==> src/rtl/wsc_unlock_host.sv <==
// Console-side unlock handshake for the Bandai 2003 cartridge: drives the 5Ah/A5h address
// sequence, receives the 18-bit serial response and raises UNLOCK on a match. Macro: SI_SYNC_EN.
module wsc_unlock_host #(
  parameter logic [7:0]  ACK_ADDR  = 8'h5A,
  parameter logic [7:0]  NAK_ADDR  = 8'hA5,
  parameter logic [7:0]  IDLE_ADDR = 8'hFF,
  parameter logic [15:0] EXPECT    = 16'h28A0,
  parameter int unsigned TIMEOUT   = 16
) (
  input  logic        clk,
  input  logic        rst_n,
  input  logic        start_i,
  output logic [7:0]  addr_o,
  input  logic        si_i,
  output logic        busy_o,
  output logic        done_o,
  output logic        err_o,
  output logic        unlock_o,
  output logic [15:0] data_o
);

  localparam int unsigned TW = $clog2(TIMEOUT + 1);
  localparam int unsigned BW = 4;

  typedef enum logic [2:0] {
    IDLE, SEND_ACK, SEND_NAK, WAIT_START, SHIFT, STOP, FIN
  } state_e;

  state_e        state_q, state_d;
  logic [7:0]    addr_q, addr_d;
  logic          busy_q, busy_d;
  logic          done_q, done_d;
  logic          err_q, err_d;
  logic          unlock_q, unlock_d;
  logic [15:0]   data_q, data_d;
  logic [TW-1:0] tmo_q, tmo_d;
  logic [BW-1:0] bit_q, bit_d;
  logic          si_s;
  logic          accept_c;

`ifdef SI_SYNC_EN
  // Two-flop synchronizer; resets to the pulled-up idle level.
  logic [1:0] si_sync_q;
  always_ff @(posedge clk or negedge rst_n) begin
    if (!rst_n) si_sync_q <= 2'b11;
    else        si_sync_q <= {si_sync_q[0], si_i};
  end
  assign si_s = si_sync_q[1];
`else
  assign si_s = si_i;
`endif

  assign accept_c = start_i && !unlock_q && ((state_q == IDLE) || (state_q == FIN));

  always_ff @(posedge clk or negedge rst_n) begin
    if (!rst_n) begin
      state_q  <= IDLE;
      addr_q   <= IDLE_ADDR;
      busy_q   <= 1'b0;
      done_q   <= 1'b0;
      err_q    <= 1'b0;
      unlock_q <= 1'b0;
      data_q   <= 16'hFFFF;
      tmo_q    <= '0;
      bit_q    <= '0;
    end else begin
      state_q  <= state_d;
      addr_q   <= addr_d;
      busy_q   <= busy_d;
      done_q   <= done_d;
      err_q    <= err_d;
      unlock_q <= unlock_d;
      data_q   <= data_d;
      tmo_q    <= tmo_d;
      bit_q    <= bit_d;
    end
  end

  always_comb begin
    state_d  = state_q;
    addr_d   = addr_q;
    busy_d   = busy_q;
    done_d   = done_q;
    err_d    = err_q;
    unlock_d = unlock_q;
    data_d   = data_q;
    tmo_d    = tmo_q;
    bit_d    = bit_q;
    if (accept_c) begin
      state_d = SEND_ACK;
      addr_d  = ACK_ADDR;
      busy_d  = 1'b1;
      done_d  = 1'b0;
      err_d   = 1'b0;
    end else begin
      unique case (state_q)
        IDLE: ;
        SEND_ACK: begin
          state_d = SEND_NAK;
          addr_d  = NAK_ADDR;
        end
        SEND_NAK: begin
          state_d = WAIT_START;
          addr_d  = IDLE_ADDR;
          tmo_d   = '0;
        end
        WAIT_START: begin
          if (!si_s) begin
            state_d = SHIFT;
            bit_d   = '0;
          end else if (tmo_q == TW'(TIMEOUT - 1)) begin
            state_d = FIN;
            err_d   = 1'b1;
          end else begin
            tmo_d = tmo_q + TW'(1);
          end
        end
        SHIFT: begin
          data_d = {si_s, data_q[15:1]};
          bit_d  = bit_q + BW'(1);
          if (bit_q == BW'(15)) state_d = STOP;
        end
        STOP: begin
          if (si_s) err_d = 1'b1;
          state_d = FIN;
        end
        FIN: begin
          // Any earlier error (timeout, framing) already blocks the unlock.
          done_d = 1'b1;
          busy_d = 1'b0;
          if (!err_q && (data_q == EXPECT)) unlock_d = 1'b1;
          else                              err_d    = 1'b1;
        end
        default: state_d = IDLE;
      endcase
    end
  end

  assign addr_o   = addr_q;
  assign busy_o   = busy_q;
  assign done_o   = done_q;
  assign err_o    = err_q;
  assign unlock_o = unlock_q;
  assign data_o   = data_q;

endmodule

==> config.mk <==
export PLATFORM = sky130hd
export DESIGN_NAME = wsc_unlock_host
export DESIGN_NICKNAME = d
export VERILOG_FILES = /design/src/rtl/wsc_unlock_host.sv
export SDC_FILE = /design/constraint.sdc
export NUM_CORES = 1
export LEC_CHECK = 0
export ABC_AREA = 1
export CAP_MARGIN = 0
export CORE_ASPECT_RATIO = 0.7
export CORE_MARGIN = 4
export CORE_UTILIZATION = 32
export DETAILED_ROUTE_END_ITERATION = 8
export GPL_ROUTABILITY_DRIVEN = 0
export GPL_TIMING_DRIVEN = 0
export MAX_ROUTING_LAYER = met4
export PLACE_DENSITY = 0.51
export SYNTH_ARGS = -nofsm -noshare
export SYNTH_HDL_FRONTEND = slang
export SYNTH_SLANG_ARGS = --single-unit
==> constraint.sdc <==
create_clock -name clk -period 1.4 [get_ports clk]
set_input_delay 0.14 -clock clk [delete_from_list [all_inputs] [get_ports clk]]
set_output_delay 0.14 -clock clk [all_outputs]
set_load 0.005 [all_outputs]
# After elaboration in Yosys (flattened, before gate mapping)
# Index checks and enable logic that the tools add are counted.
# classes
n_addsub	2
eq_ne	19
mux	22
bitwise	1
reduce_logical	19
# op_table
op	count
3-bit one-hot mux with 6 select lines	1
16-bit by 14-bit equality test with 1-bit output, second input constant	1
8-bit one-hot mux with 2 select lines	1
3-bit inequality test, second input constant	5
3-bit two-way mux	4
5-bit two-way mux	2
5-bit one-hot mux with 2 select lines	1
3-bit equality test, second input constant	3
1-bit two-way mux	9
3-bit AND reduction	3
8-bit two-way mux	1
4-bit one-hot mux with 2 select lines	1
3-bit by 2-bit equality test with 1-bit output, second input constant	2
2-bit inequality test, second input constant	3
2-bit nonzero test	3
5-bit by 1-bit adder with 5-bit output, second input constant	1
5-bit by 4-bit equality test with 1-bit output, second input constant	1
5-bit AND reduction	1
4-bit by 1-bit adder with 4-bit output, second input constant	1
4-bit equality test, second input constant	1
4-bit two-way mux	1
4-bit inequality test, second input constant	1
4-bit AND reduction	1
4-bit nonzero test	1
11 further kinds	14
# totals
regBits	40
in_bits	4

# Logic depth before layout (Yosys ltp)
# Gate-level depths: netlist of the first run.
# logic_depth
ltp_word	5
depth_mapped	9
ltp_nobuf	9

# Least setup slack after synthesis of the first run
# OpenSTA, ideal clock, no wires.
# synth_timing
path_kind	register to register
start	reg tmo_q[0]
end	reg tmo_q[4]
setup_ns	0.124
arrival_time_ns	1.254
setup_slack_ns	0.021
path_stages_with_launch	9
n_path_buf	0
period_less_slack_ns	1.379
cell_sequence	dfrtp_1 > ha_1 > nand2_1 > nor2_1 > ha_1 > nor2_2 > o21ai_4 > inv_2 > o22ai_2
# synth_between
elab_chain_cells	4
elab_cells_between_ends	7
classes_between	1 x add/sub; 2 x eq/ne; 3 x mux; 1 x reduce/logical
# synth_rtl
element	line	rtl
start: declaration	36	logic [TW-1:0] tmo_q, tmo_d;
start signal: assignment	74	tmo_q <= tmo_d;
5-bit by 1-bit adder with 5-bit output	115	tmo_d = tmo_q + TW'(1);
5-bit two-way mux	111	end else if (tmo_q == TW'(TIMEOUT - 1)) begin
5-bit two-way mux	108	if (!si_s) begin
5-bit one-hot mux with 2 select lines	96	unique case (state_q)
# Parallel ways exist; a longest one is shown, timed or not. The select of a mux whose other input is x is not followed.
# A chain may end at the register's enable or synchronous reset.

# Worst setup path after layout of the first run
# layout_timing
start	reg tmo_q[0]
end	reg tmo_q[3]
# The elaborated chain is that of the path after synthesis.

==> results.toml, run 1 <==
[detailed_routing]
firstDrtPassIters = 4
drc = 0
antenna_left = 0
avgViaCountPerCell = 4.34
drt-initial-drc-count = 48
wire_per_inst_um = 12.1
vias = 1424
wl_um = 3970

[worst_setup_path]
worstPathRequired_ns = 1.57
crit_chain = "ha_2, nand2_2, nor2_4, ha_4, nor2_4, o21ai_4, inv_2, nand2_2, o21ai_2"
reg2reg_to = "tmo_q[3]$_DFFE_PN0P_"
max_stage_delay_ns = 0.36
worstSetupPathType = "flop to flop"
critical_path_arrival_ns = 1.59
slowest_stage = "dfrtp_1"
cp_max_fo = 4
startpoint_type = "flop"
reg2reg_slack_ns = -0.02
rr_worst_depth = 9
crit_path_end_kind = "flop"
timing.rr.start = "tmo_q[0]$_DFFE_PN0P_"

[final_layout]
diodes = 0
num-nets-final = 262
finish.utilization_pct = 45.9
syn2layout_area_growth_pct = 38.2
drive_above_1_share_pct = 39.1

[synthesis]
synth_most_common_cell = "nand2_1"
syn_area_sq_mm = 0.00175
yosys.cell_types.count = 31
syn-num-nets = 204
yosysSeqAreaShare_pct = 49.8
syn_avg_cell_area_sq_um = 8.90
syn_inst = 197
synthTopCellsByCount = "46 x nand2_1, 24 x inv_1, 18 x dfstp_2, 16 x dfrtp_1, 15 x o21ai_0"
yosysTopAreaCellShare_pct = 27.0
synthFlopType = "dfstp_2"
ys_ff_latch = 34
synth_warnings = 0
yosys.area.top_type = "dfstp_2"
synth.area.top_cells = "dfstp_2 27%, dfrtp_1 23%, nand2_1 9.8%"
synth_edf_count = 0
synthArstFlopShare_pct = 100

[clock_tree]
clockBufferDepth = 2
cts_tree = "yes"
h-tree-depth = 2
clk_pin_slew_ns = 0.07
cts_sinks = 34
cts-root-buf = "clkbuf_8"
numCtsBuffers = 5
clkLatencyLatePin_ns = 0.28

[timing]
post-route-period-util_pct = 102
slew_headroom_pct = 49.6
worst_slack_ns = -0.0218
finalSetupViolCount = 1
fmax_ghz = 0.703
worstMarginPinSlew_ns = 0.757
rsz0062_at_grt = "yes"
whs_ns = 0.459
slew_violations = 0
worst_clock_skew_ns = 0.00577
final_hold_viol_count = 0
period_needed_ns = 1.42

[grt]
grtUsageTotal_pct = 13.5
grt_pass1_vias = 1389
antenna_found_initial = 0
grt-ovfl-total = 0
grt_pass1_wl_um = 6800
grt_max_degree = 35

[floorplanning]
initial_core_util_pct = 33.2
dieArea_sq_mm = 0.00675
coreArea_sq_mm = 0.00529
die_h_um = 69.9
rows = 22
pin_count = 32
fp.dieW_um = 96.5

[status]
violations = "negative setup slack"
status = "finished with violations"

[flow_run]
cap_violations = 0

[power]
vdd_ir_drop_max_v = 0.000403
cellPowerDensity_mw_per_mm2 = 730
total_power_mw = 1.77
power.leakage_nw = 1.16

[placement]
place_ws_ns = -0.126
port-buffer-count = 31
dp_hpwl_um = 2720

[min_path]
holdCritPathClass = "primary input to async pin"
-- metal layers --
layer / routed length [um] / up-vias / global-route usage, % / part of all wire, %
met5: 0 / - / - / 0
met3: 173 / 5 / 3.98 / 4.4
met4: 35 / 0 / 3.73 / 0.88
met1: 2170 / 654 / 21.1 / 55
met2: 1590 / 26 / 16.4 / 40
li1: - / 739 / - / -
-- logic make-up (layout without fill, tap and decap cells) --
family / count (synthesis) / in the layout / synth area share (%)
and+or+nand+nor: 86 / 86 / 23.6
DFF: 34 / 34 / 49.8
adders and majority gates: 3 / 3 / 2.14
buffers and inverters: 38 / 97 / 10.6
xor gates and xnor gates: 3 / 3 / 1.50
AOI/OAI and AO/OA: 33 / 33 / 12.4
-- power breakdown --
part / total, mW / switching (mW) / leakage [nW] / internal (mW)
Combinational: 0.0307 / 0.0227 / 0.755 / 0.00796
Sequential: 0.985 / 0 / 0.357 / 0.985
Clock: 0.753 / 0.356 / 0.0482 / 0.397
Total: 1.77 / 0.379 / 1.16 / 1.39
-- what timing repair did --
| action | in CTS | in global routing |
|---|---|---|
| hold buffers | 1 | 0 |
| resized for setup | 40 | 14 |
| buffers inserted | 20 | 0 |
| setup endpoints to repair | 33 | 24 |
| gates cloned | 0 | 0 |
| pin swaps | 8 | 3 |
| endpoints found under the hold margin | 16 | 0 |
-- sequential cells by signal, summed over array words and instances (netlist names) --
name      flops
state_q       3
data_o       16
addr_o        2
err_o         1
tmo_q         5
done_o        1
bit_q         4
busy_o        1
unlock_o      1
-- how the worst max path moves through the flow --
stage,from,endpoint,slack [ns],cells after the start
2_1_floorplan,tmo_q[0]$_DFFE_PN0P_,tmo_q[4]$_DFFE_PN0P_,0.02,8
3_3_place_gp,rst_n,bit_q[2]$_DFFE_PN0P_,-0.61,1
3_5_place_dp,tmo_q[0]$_DFFE_PN0P_,tmo_q[3]$_DFFE_PN0P_,-0.13,9
4_1_cts,tmo_q[0]$_DFFE_PN0P_,tmo_q[3]$_DFFE_PN0P_,-0.10,9
5_1_grt,tmo_q[0]$_DFFE_PN0P_,tmo_q[3]$_DFFE_PN0P_,-0.09,9
6_report,tmo_q[0]$_DFFE_PN0P_,tmo_q[3]$_DFFE_PN0P_,-0.02,9
-- stage by stage --
step | TNS [ns] | cell area, sq um | cells
finish | -0.0218 | 2420 | 328
global route | -0.395 | 2420 | 328
CTS | -0.438 | 2400 | 329
detailed placement | -0.857 | 2150 | 300
global placement | -15.71 | 2150 | 300
floorplan | 0 | 1750 | 197
-- area by class of cell --
type	instances	area, sq um
clock buffers	7	86.3
inverters	28	110
fillers	549	2860
repair buffers	51	428
flip-flops and latches	34	877
plain buffers	10	78.8
well taps	72	90.1
multi-input cells	125	748
clock inverters	1	5.00
-- layout by cell type (no fill, tap or decap), types with 4 or more instances in the layout --
cell type / n
clkdlybuf4s50_1: 6
nand3_1: 11
nand2_2: 8
nand2_1: 42
o21ai_2: 8
o21ai_1: 4
o21ai_0: 14
inv_1: 23
nor2_2: 4
clkbuf_8: 6
dfrtp_1: 13
buf_4: 26
dfstp_2: 18
buf_6: 5
nor2_1: 10
inv_2: 4
dlygate4sd2_1: 19
-- worst max-delay path: cells and delay by family (launching register included) --
kind                       cells  cell delay [ns]
and+or+nand+nor                4             0.28
AOI/OAI and AO/OA              2             0.23
buffers and inverters          1             0.09
DFF                            1             0.36
adders and majority gates      2             0.35
No activity file was read; power rests on OpenSTA's default activity.
==> run 2, diff against run 1 <==
CTS_BUF_LIST = sky130_fd_sc_hd__clkbuf_16   (was unset)
==> run 2 against run 1 <==
Compared with the run above:
- the run still ends with negative setup slack left
- register-to-register slack barely moved
- worst hold slack improved by 0.011 ns
- cell count fell by 1.8%
- maximum frequency fell by 0.54%
- clock skew fell by 0.0021 ns
- routed wire length fell by 0.88%
- die area did not move
- critical path type unchanged
- largest cell class unchanged
==> results.toml, run 2 (same netlist as run 1, synthesis figures left out) <==
[status]
status = "finished with violations"
violations = "negative setup slack"

[detailed_routing]
wire_per_inst_um = 12.2
drt-initial-drc-count = 51
wl_um = 3930
avgViaCountPerCell = 4.38
antenna_left = 0
firstDrtPassIters = 4
drc = 0
vias = 1411

[flow_run]
cap_violations = 0

[clock_tree]
clk_pin_slew_ns = 0.05
numCtsBuffers = 5
clkLatencyLatePin_ns = 0.28
cts_sinks = 34
cts_tree = "yes"
h-tree-depth = 2
clockBufferDepth = 2
cts-root-buf = "clkbuf_16"

[worst_setup_path]
startpoint_type = "flop"
cp_max_fo = 4
critical_path_arrival_ns = 1.59
crit_path_end_kind = "flop"
worstPathRequired_ns = 1.56
worstSetupPathType = "flop to flop"

[grt]
grt-ovfl-total = 0
grt_pass1_vias = 1356
grt_max_degree = 35
grt-busiest-layer = "met1"
grtUsageMet3_pct = 3.98
grt_pass1_wl_um = 6760
antenna_found_initial = 0
grtUsageTotal_pct = 13.6
grtUsageMet1_pct = 21.1
grt.met2_usage_pct = 16.0

[floorplanning]
fp.dieW_um = 96.5
rows = 22
dieArea_sq_mm = 0.00675
die_h_um = 69.9
coreArea_sq_mm = 0.00529
pin_count = 32
initial_core_util_pct = 33.2

[timing]
slew_headroom_pct = 49.8
worstMarginPinSlew_ns = 0.754
fmax_ghz = 0.700
post-route-period-util_pct = 102
worst_clock_skew_ns = 0.00363
period_needed_ns = 1.43
rsz0062_at_grt = "yes"
slew_violations = 0
finalSetupViolCount = 1
whs_ns = 0.470
worst_slack_ns = -0.0295
final_hold_viol_count = 0

[final_layout]
final_cell_mix = "42 x nand2_1, 24 x inv_1, 19 x dlygate4sd2_1"
final_cell_count_no_fill = 322
multiInputGateArea_sq_um = 753
mostFrequentLayoutCell = "nand2_1"
fillers = 546
drive_above_1_share_pct = 37.2
largest_register_ffs = 16
regArea_sq_um = 877
syn2layout_area_growth_pct = 39.4
diodes = 0
num-nets-final = 256

[placement]
dp.cells = 300
place_ws_ns = -0.126
dp_hpwl_um = 2720
port-buffer-count = 31

[power]
power.leakage_nw = 1.16
vdd_ir_drop_max_v = 0.000381
cellPowerDensity_mw_per_mm2 = 839

[min_path]
holdCritPathClass = "primary input to async pin"
==> run 2: cell count changes in the layout (fill, tap and decap cells not counted) <==
cell	previous run	this run
clkbuf_2	2	1
buf_6	5	8
clkbuf_8	6	0
buf_4	26	17
nand3_1	11	10
inv_1	23	24
clkbuf_16	0	5
clkinv_1	0	1
clkdlybuf4s15_1	0	1
nand3_2	1	2
clkbuf_1	2	1
==> run 2: worst max-delay path, cell delays in order (launching register included) <==
cell	delay [ns]
dfrtp_1	0.36
ha_2	0.19
nand2_2	0.07
nor2_4	0.10
ha_4	0.16
nor2_4	0.04
o21ai_4	0.19
inv_2	0.09
nand2_2	0.07
o21ai_2	0.05
==> run 2: metal layers <==
layer  wire (um)  up-vias
li1            -      732
met1        2190      654
met2        1530       18
met3         154        7
met4          63        0
met5           0        -
==> run 2: path summary, 6_finish.rpt <==
kind	from	end	slack, ns	depth (start not counted)
max reg2reg	tmo_q[0]$_DFFE_PN0P_	tmo_q[3]$_DFFE_PN0P_	-0.03	9
max in group asynchronous	rst_n	state_q[0]$_DFFE_PN0P_	0.40	2
min in group clk	unlock_o$_DFFE_PN0P_	unlock_o$_DFFE_PN0P_	0.48	2
max	tmo_q[0]$_DFFE_PN0P_	tmo_q[3]$_DFFE_PN0P_	-0.03	9
min	rst_n	tmo_q[2]$_DFFE_PN0P_	0.47	2
min reg2reg	unlock_o$_DFFE_PN0P_	unlock_o$_DFFE_PN0P_	0.48	2
==> run 2: power by group <==
group          switching [mW]  internal, mW  leakage (nW)
combinational          0.0227       0.00796         0.728
clock                   0.393         0.642        0.0724
sequential                  0         0.986         0.357
total                   0.416          1.64          1.16
==> run 2: layout make-up <==
| cell class | instances | share of cell area, % |
|---|---|---|
| inverters | 28 | 4.50 |
| flip-flops and latches | 34 | 35.9 |
| clock buffers | 5 | 5.12 |
| clock inverters | 3 | 0.512 |
| plain buffers | 10 | 3.38 |
| repair buffers | 45 | 16.2 |
| well taps | 72 | 3.68 |
| multi-input cells | 125 | 30.8 |
==> run 2: what timing repair did <==
action	CTS	global route
hold buffers	1	0
buffers inserted	14	2
setup endpoints to repair	33	25
resized for setup	39	20
hold endpoints to repair	16	0
pin swaps	8	8
==> run 2: per-stage QoR <==
| step | instance area [sq um] | util, % | power (mW) | TNS [ns] |
|---|---|---|---|---|
| 2_1_floorplan | 1750 | - | 1.00 | 0 |
| 3_3_place_gp | 2150 | 40.8 | 1.03 | -15.71 |
| 3_5_place_dp | 2150 | 40.7 | 1.03 | -0.857 |
| 4_1_cts | 2410 | 45.5 | 2.09 | -0.386 |
| 5_1_grt | 2450 | 46.3 | 2.13 | -0.372 |
| 6_report | 2450 | 46.3 | 2.05 | -0.0295 |
==> patch: new RTL, config.mk and constraints of run 2 <==
Put one more register stage on the output `err_o`, cleared by the reset. The value now appears one clock later. The other outputs are not delayed to match.
--- a/src/rtl/wsc_unlock_host.sv
+++ b/src/rtl/wsc_unlock_host.sv
@@ -140,5 +140,11 @@
   assign busy_o   = busy_q;
   assign done_o   = done_q;
-  assign err_o    = err_q;
+  always_ff @(posedge clk or negedge rst_n) begin
+    if (!rst_n) begin
+      err_o <= '0;
+    end else begin
+      err_o <= err_q;
+    end
+  end
   assign unlock_o = unlock_q;
   assign data_o   = data_q;
Function: no difference found for any inputs over 10 cycles, from zero or initial values and one cycle with rst_n low; that may be too few to reach the edited logic, so the function may still have changed.
==> patch against run 2 <==
Global-route usage fell by 0.64 points; wire length shrank 1.6%; clock power increased by 13%; the run still ends with negative setup slack left; via count decreased by 1.6%; sequential share of layout area up 1.2 points; first-iteration DRC count shrank 29%; synthesized cell count is 2.5% higher; area after synthesis fell by 0.71%; sequential cell count grew 1; power grew 8.7%; final area is 0.77% lower; worst setup slack got worse by 0.17 ns.
==> patch: results (changes against run 2) <==
metric	value	unit	change
met1_usage	19.4	%	-1.6 points
wl_met2	1550	um	+1.8%
fin_nets	261		+2.0%
ir_worst_vdd	0.000424	V	+11%
clk_pin_slew	0.06	ns	
syn_nets	209		+2.5%
finClkSkew	0.00768	ns	+0.00405 ns
cp_data_arrival_time	1.76	ns	+0.17 ns
met1_length	2120	um	-3.0%
comb.multi_input.count	126		+0.80%
outcome	finished, violations left		
ctsHtreeMaxLevel	2		unchanged
finalSetupViolCount	9		+8
grt_first_pass_wirelength	6500	um	-3.8%
ys_ff_latch	35		+2.9%
p_total	2.23	mW	+8.7%
critical_path.max_fanout	6		+2
reg2reg_to	tmo_q[0]		
dp_cells	305		+1.7%
reg2regPathDepth	11		+2
cts_setup_buffers	7		-7
startpoint	tmo_q[1]		
violations	negative setup slack		
layout.nonclk_buf_share	19.4	%	-0.11 points
seq_share	37.0	%	+1.2 points
dp_hpwl	2640	um	-2.8%
dr_wl_met3	151	um	-1.9%
grt_pass1_vias	1328		-2.1%
p_seq_share	45.5	%	-2.6 points
wl_per_cell	11.8	um	-3.1%
multi_input_area	689	um2	-8.5%
met3_usage	3.47	%	-0.51 points
synth-adder-area-share	2.16	%	+0.015 points
netlist_instances	202		+2.5%
clockNetworkAreaShare	6.55	%	+0.92 points
grtUsageMet2	16.8	%	+0.78 points
leakage	1.17	nW	+1.4%
setup_ws	-0.201	ns	-0.171 ns
synth_area_leaders	dfstp_2 27%, dfrtp_1 24%, nand2_1 10%		
vias	1388		-1.6%
io_buffers	31		unchanged
async_flop_share	100	%	unchanged
inverters	31		+11%
clock_buffers	6		+1
p_switching	448	uW	+7.8%
dp_slack	-0.161	ns	-0.0343 ns
comb_power	32.7	uW	+6.9%
cts_resized	26		-33%
drive_above_1_share	29.4	%	-7.8 points
drtIter0Drc	36		-29%
synth_xor_area_share	0.503	%	-0.99 points
fill_cells	530		-2.9%
synth_compound_area_share	11.2	%	-1.2 points
ys_top_cells_by_count	48 x nand2_1, 28 x inv_1, 24 x o21ai_0		
vias_per_cell	4.24		-3.1%
relSlewSlack	48.0	%	-1.8 points
ys_types	27		-13%
grt.total_usage	12.9	%	-0.64 points
worst_hold_path_type	reg2reg		
==> patch: cell types whose count changed in the layout (fill, tap and decap cells not counted), sizes merged, moves of 2 or more <==
cell	run 2	this run
dlygate4sd2	19	22
buf	26	23
nand3	14	11
a21oi	2	6
xor2	2	0
inv	29	31
nor3	1	3
==> patch: through the flow <==
| step | TNS, ns | area, um2 | hold WS (ns) | utilization (%) |
|---|---|---|---|---|
| floorplan | -0.133 | 1750 | -0.156 | - |
| global placement | -16.96 | 2150 | 0.418 | 41.0 |
| detailed placement | -0.623 | 2150 | 0.276 | 40.9 |
| CTS | -0.854 | 2350 | 0.407 | 44.6 |
| global route | -2.11 | 2430 | 0.428 | 46.2 |
| finish | -1.17 | 2430 | 0.398 | 46.2 |
==> patch: critical path, cell delays in order (launching register included) <==
cell,delay [ns]
dfrtp_1,0.39
ha_4,0.15
inv_2,0.03
nor3_2,0.12
ha_2,0.22
nor2_2,0.04
nand2_2,0.10
nand2_8,0.07
buf_4,0.14
buf_6,0.11
nand3_2,0.05
o21ai_2,0.05
